File: config.mk
export PLATFORM = sky130hd
export DESIGN_NAME = bf16_adder_arbiter
export DESIGN_NICKNAME = d
export VERILOG_FILES = /design/src/rtl/bf16_adder_arbiter.sv
export SDC_FILE = /design/constraint.sdc
export NUM_CORES = 1
export LEC_CHECK = 0
export BUFFER_PORTS_ARGS = -buffer_cell sky130_fd_sc_hd__buf_2
export CAP_MARGIN = 20
export CORE_ASPECT_RATIO = 2
export CORE_MARGIN = 2
export CORE_UTILIZATION = 25
export DETAILED_ROUTE_END_ITERATION = 8
export PLACE_DENSITY = 0.51
export SYNTH_ARGS = -nofsm -noshare
export SYNTH_HDL_FRONTEND = slang
export SYNTH_SLANG_ARGS = --single-unit
File: constraint.sdc
create_clock -name clock -period 2 [get_ports clock]
set_input_delay 0.1 -clock clock [delete_from_list [all_inputs] [get_ports clock]]
set_output_delay 0.1 -clock clock [all_outputs]
set_load 0.005 [all_outputs]
File: src/rtl/bf16_adder_arbiter.sv
// bf16_adder_arbiter: round-robin arbiter that shares one external bfloat16
// adder between N_REQ requesters, one operation in flight at a time.
// Optional feature: define BF16_ARB_TIMEOUT_EN to enable the WAIT-state
// watchdog. On expiry, the arbiter returns a quiet NaN with resp_error set.
module bf16_adder_arbiter #(
  parameter int unsigned N_REQ   = 4,
  parameter int unsigned TIMEOUT = 64
) (
  input  logic                 clock,
  input  logic                 reset,
  input  logic [N_REQ-1:0]     req_valid,
  input  logic [16*N_REQ-1:0]  req_a,
  input  logic [16*N_REQ-1:0]  req_b,
  output logic [N_REQ-1:0]     req_ready,
  output logic [N_REQ-1:0]     resp_valid,
  output logic [15:0]          resp_sum,
  output logic                 resp_error,
  output logic                 add_start,
  output logic [15:0]          add_a,
  output logic [15:0]          add_b,
  input  logic                 add_done,
  input  logic [15:0]          add_sum,
  output logic                 busy
);

  localparam int unsigned PTR_W = (N_REQ > 1) ? $clog2(N_REQ) : 1;

  typedef enum logic [1:0] {
    IDLE  = 2'd0,
    ISSUE = 2'd1,
    WAIT  = 2'd2,
    RESP  = 2'd3
  } state_t;

  // Elaboration-time guard on the legal parameter range
  if (N_REQ < 2 || N_REQ > 8 || TIMEOUT < 1) begin : g_bad_params
    $error("bf16_adder_arbiter: N_REQ must be 2..8 and TIMEOUT at least 1");
  end

  state_t               state_q;
  logic [PTR_W-1:0]     ptr_q;
  logic [PTR_W-1:0]     owner_q;
  logic                 add_start_q;
  logic [15:0]          add_a_q;
  logic [15:0]          add_b_q;
  logic [N_REQ-1:0]     resp_valid_q;
  logic [15:0]          resp_sum_q;
  logic                 busy_q;

  logic [15:0]          a_arr [N_REQ];
  logic [15:0]          b_arr [N_REQ];
  logic                 grant_found;
  logic [PTR_W-1:0]     grant_idx;
  logic [PTR_W-1:0]     cand;
  logic [N_REQ-1:0]     req_ready_c;

`ifdef BF16_ARB_TIMEOUT_EN
  localparam int unsigned CNT_W = $clog2(TIMEOUT + 1);
  logic [CNT_W-1:0]     cnt_q;
  logic                 resp_error_q;
`endif

  // Split the flat operand buses into per-requester lanes
  for (genvar i = 0; i < int'(N_REQ); i++) begin : g_lanes
    assign a_arr[i] = req_a[16*i +: 16];
    assign b_arr[i] = req_b[16*i +: 16];
  end

  // Round-robin winner search starting at ptr; grants only while IDLE
  always_comb begin
    grant_found = 1'b0;
    grant_idx   = '0;
    cand        = '0;
    req_ready_c = '0;
    if (state_q == IDLE) begin
      for (int unsigned k = 0; k < N_REQ; k++) begin
        cand = PTR_W'((32'(ptr_q) + k) % N_REQ);
        if (!grant_found && req_valid[cand]) begin
          grant_found = 1'b1;
          grant_idx   = cand;
        end
      end
      if (grant_found) begin
        req_ready_c[grant_idx] = 1'b1;
      end
    end
  end

  // Control FSM with registered adder-issue and response outputs
  always_ff @(posedge clock) begin
    if (reset) begin
      state_q      <= IDLE;
      ptr_q        <= '0;
      owner_q      <= '0;
      add_start_q  <= 1'b0;
      add_a_q      <= '0;
      add_b_q      <= '0;
      resp_valid_q <= '0;
      resp_sum_q   <= '0;
      busy_q       <= 1'b0;
`ifdef BF16_ARB_TIMEOUT_EN
      cnt_q        <= '0;
      resp_error_q <= 1'b0;
`endif
    end else begin
      add_start_q  <= 1'b0;
      resp_valid_q <= '0;
      unique case (state_q)
        IDLE: begin
          if (grant_found) begin
            owner_q     <= grant_idx;
            add_a_q     <= a_arr[grant_idx];
            add_b_q     <= b_arr[grant_idx];
            add_start_q <= 1'b1;
            busy_q      <= 1'b1;
            state_q     <= ISSUE;
          end
        end
        ISSUE: begin
          state_q <= WAIT;
`ifdef BF16_ARB_TIMEOUT_EN
          cnt_q   <= '0;
`endif
        end
        WAIT: begin
          if (add_done) begin
            resp_sum_q   <= add_sum;
            resp_valid_q <= N_REQ'(1) << owner_q;
            state_q      <= RESP;
          end
`ifdef BF16_ARB_TIMEOUT_EN
          else if (cnt_q == CNT_W'(TIMEOUT - 1)) begin
            resp_sum_q   <= 16'h7FC0;
            resp_error_q <= 1'b1;
            resp_valid_q <= N_REQ'(1) << owner_q;
            state_q      <= RESP;
          end else begin
            cnt_q <= cnt_q + CNT_W'(1);
          end
`endif
        end
        RESP: begin
          ptr_q   <= (owner_q == PTR_W'(N_REQ - 1)) ? '0 : owner_q + PTR_W'(1);
          busy_q  <= 1'b0;
          state_q <= IDLE;
`ifdef BF16_ARB_TIMEOUT_EN
          resp_error_q <= 1'b0;
`endif
        end
        default: state_q <= IDLE;
      endcase
    end
  end

  assign req_ready  = req_ready_c;
  assign resp_valid = resp_valid_q;
  assign resp_sum   = resp_sum_q;
  assign add_start  = add_start_q;
  assign add_a      = add_a_q;
  assign add_b      = add_b_q;
  assign busy       = busy_q;
`ifdef BF16_ARB_TIMEOUT_EN
  assign resp_error = resp_error_q;
`else
  assign resp_error = 1'b0;
`endif

endmodule

==> out/qor.yml <==
clock_network:
  clockBufferDepth: 2
  cts-root-buf: "clkbuf_16"
  cts_sinks: 60
  h-tree-depth: 3
  clk_pin_slew_ns: 0.06
  cts_tree: "built"
  clock_latency_ns: 0.33
  cts_buffers: 9
yosys:
  synth_top_area_share_pct: 36.0
  synth_seq_area_share_pct: 36.0
  avgSynthCellArea_sq_um: 10.3
  ys_ff_latch: 60
  synth_area_leaders: "dfxtp_1 (36%), mux2i_1 (20%), a221oi_2 (12%)"
  yosys_warnings: 0
  synth_cell_types: 33
  synth_top_area_cell: "dfxtp_1"
  netlist_area_sq_um: 3340
  synth_nets: 479
  synthCells: 324
worst_setup_path:
  worstSetupEndpointType: "flop"
  crit_buf_inv: 2
  slowest_stage: "dfxtp_4"
  crit_path_start_kind: "flop"
  criticalPathCategory: "reg -> reg"
  cpPeakStageDelay_ns: 0.37
  path_cells: "mux2i_1, nor2_1, a311oi_4, buf_12, buf_12, mux2i_1, a221oi_2"
  critPathMaxFanout: 21
  arrival_ns: 2.07
  crit_family: "multiplexers"
  required_ns: 2.18
detailed_routing:
  first_pass_iters: 4
  drc: 0
  wl_per_cell_um: 16.0
  drt_iter0_markers: 73
  wirelength_mm: 11.2
  vias: 3330
  postRouteAntennaNets: 0
  via_per_inst: 4.74
timing:
  fmax_mhz: 528
  fin_worst_skew_ns: 0.00717
  layout_setup_ws_ns: 0.108
  setup_viol: 0
  rsz0062_at_grt: "yes"
  period_needed_ns: 1.89
  max-slew-margin-rel_pct: 54.8
  hold_viol: 0
  slew_viol_final: 0
  fin_crit_sh_pct: 94.6
  tightest_slew_ns: 0.676
  tns_ns: 0
power:
  total_power_w: 0.00564
  irDropWorstVdd_v: 0.000659
  power_switching_w: 0.00203
  leakage_nw: 2.42
  switching_share_pct: 36.1
  p_comb_share_pct: 40.8
  clockPowerShare_pct: 28.4
  powerDensity_nw_per_um2: 1130
  p_int_w: 0.00361
  sequentialPowerShare_pct: 30.8
floorplan:
  row_count: 59
  io_pins: 210
  die_w_um: 85.7
  fp.coreArea_sq_um: 13000
  chipHeight_um: 167
  start_util_pct: 25.7
  die-area_sq_um: 14300
global_routing:
  grt_pass1_vias: 3671
  grtUsageTotal_pct: 15.8
  gr-total-overflow: 0
  antenna_found_initial: 0
  grt_max_degree: 32
  grt_pass1_wl_mm: 17.7
worst_hold_path:
  hp-class: "in -> reg"
finish:
  drive_gt1_share_pct: 52.0
  post-route-util_pct: 38.6
  area_delta_synth_final_pct: 50.3
  num_antenna_cells: 0
  nNetsFinal: 700
  final_area_sq_um: 5010
  layout_common_cells: "buf_2 (208), mux2i_1 (64), dfxtp_1 (59)"
  fillers: 1336
  final_common_cell: "buf_2"
place:
  port_buffers: 208
  dpl_cell_area_sq_um: 4550
  place_ws_ns: -0.209
  gp_congestion: 0.765
  hpwlAfterDp_mm: 8.48
flow_run:
  drv_cap: 0
outcome:
  status: "complete, no violations"
per-layer routing:
layer | vias up | global-route usage (%) | part of all wire [%]
met5 | - | 0 | 0
met4 | 0 | 5.73 | 2.4
met3 | 17 | 3.89 | 5.3
met2 | 120 | 31.7 | 58
met1 | 1556 | 14.6 | 34
li1 | 1637 | - | -
cells by family after synthesis:
logic type / count (synthesis) / share of synthesized area (%)
AOI/OAI and AO/OA: 93 / 25.6
muxes: 67 / 20.1
and+or+nand+nor: 67 / 8.74
DFF: 60 / 36.0
buffers and inverters: 32 / 7.91
adders and majority gates: 4 / 1.50
other: 1 / 0.112
layout make-up:
type	count	area [sq um]	area share, %
clock buffer	10	239	4.77
clock inverter	6	71.3	1.42
inverter	4	15.0	0.299
multi-input combinational	233	1920	38.4
sequential	60	1200	24.0
tap	152	190	3.79
timing repair buffer	237	1370	27.3
power by group through the flow:
stage | registers [W] | logic [W] | clock network, W
6_report | 0.00174 | 0.00230 | 0.00160
5_1_grt | 0.00179 | 0.00254 | 0.00172
4_1_cts | 0.00174 | 0.00234 | 0.00167
3_5_place_dp | 0.00176 | 0.00230 | 0
3_3_place_gp | 0.00175 | 0.00225 | 0
2_1_floorplan | 0.00177 | 0.00139 | 0
stage by stage:
step / instances / hold WS, ns
floorplan: 324 / 0.236
global placement: 673 / 0.340
detailed placement: 673 / 0.348
CTS: 698 / 0.00443
global route: 702 / 0.0166
finish: 702 / 0.0142
worst min-delay path, stage by stage:
cell and delay [ns]:
buf_2 0.10, nand2_1 0.04, a21oi_1 0.05
what timing repair did:
action | in CTS | in global routing
buffers inserted | 0 | 4
resized for setup | 3 | 7
endpoints found under the setup margin | 34 | 5
pin swaps | 2 | 2
hold buffers | 8 | 0
endpoints found under the hold margin | 8 | 0
gates cloned | 1 | 0
worst paths after layout:
| kind | start | end | slack, ns | depth (start not counted) |
|---|---|---|---|---|
| setup / recovery | ptr_q[1] | add_b[5] | 0.11 | 7 |
| hold / removal | add_sum[0] | resp_sum[0] | 0.01 | 3 |
| setup reg to reg | ptr_q[1] | add_b[5] | 0.11 | 7 |
| hold reg to reg | resp_sum[10] | resp_sum[10] | 0.45 | 2 |
cells in the mapped netlist (all sizes together):
cell type      count
clkdlybuf4s50      1
o21a               1
nor4               2
mux2i             67
o22a               1
dfxtp             60
ha                 4
nor2b              2
nor3               2
a311oi             1
nand2b             2
clkbuf            11
o21bai            33
nor2              17
and3               1
inv                4
dlymetal6s2s       1
nand2             39
o22ai              1
buf               15
a21oi             24
conb               1
and2               1
a221oi            32
nand3              1
registers in the layout, summed over array words and instances (netlist names):
name,count
state_q,2
busy,1
add_a,16
ptr_q,2
resp_sum,16
resp_valid,4
owner_q,2
add_start,1
add_b,16
No activity file was read; power rests on OpenSTA's default activity.
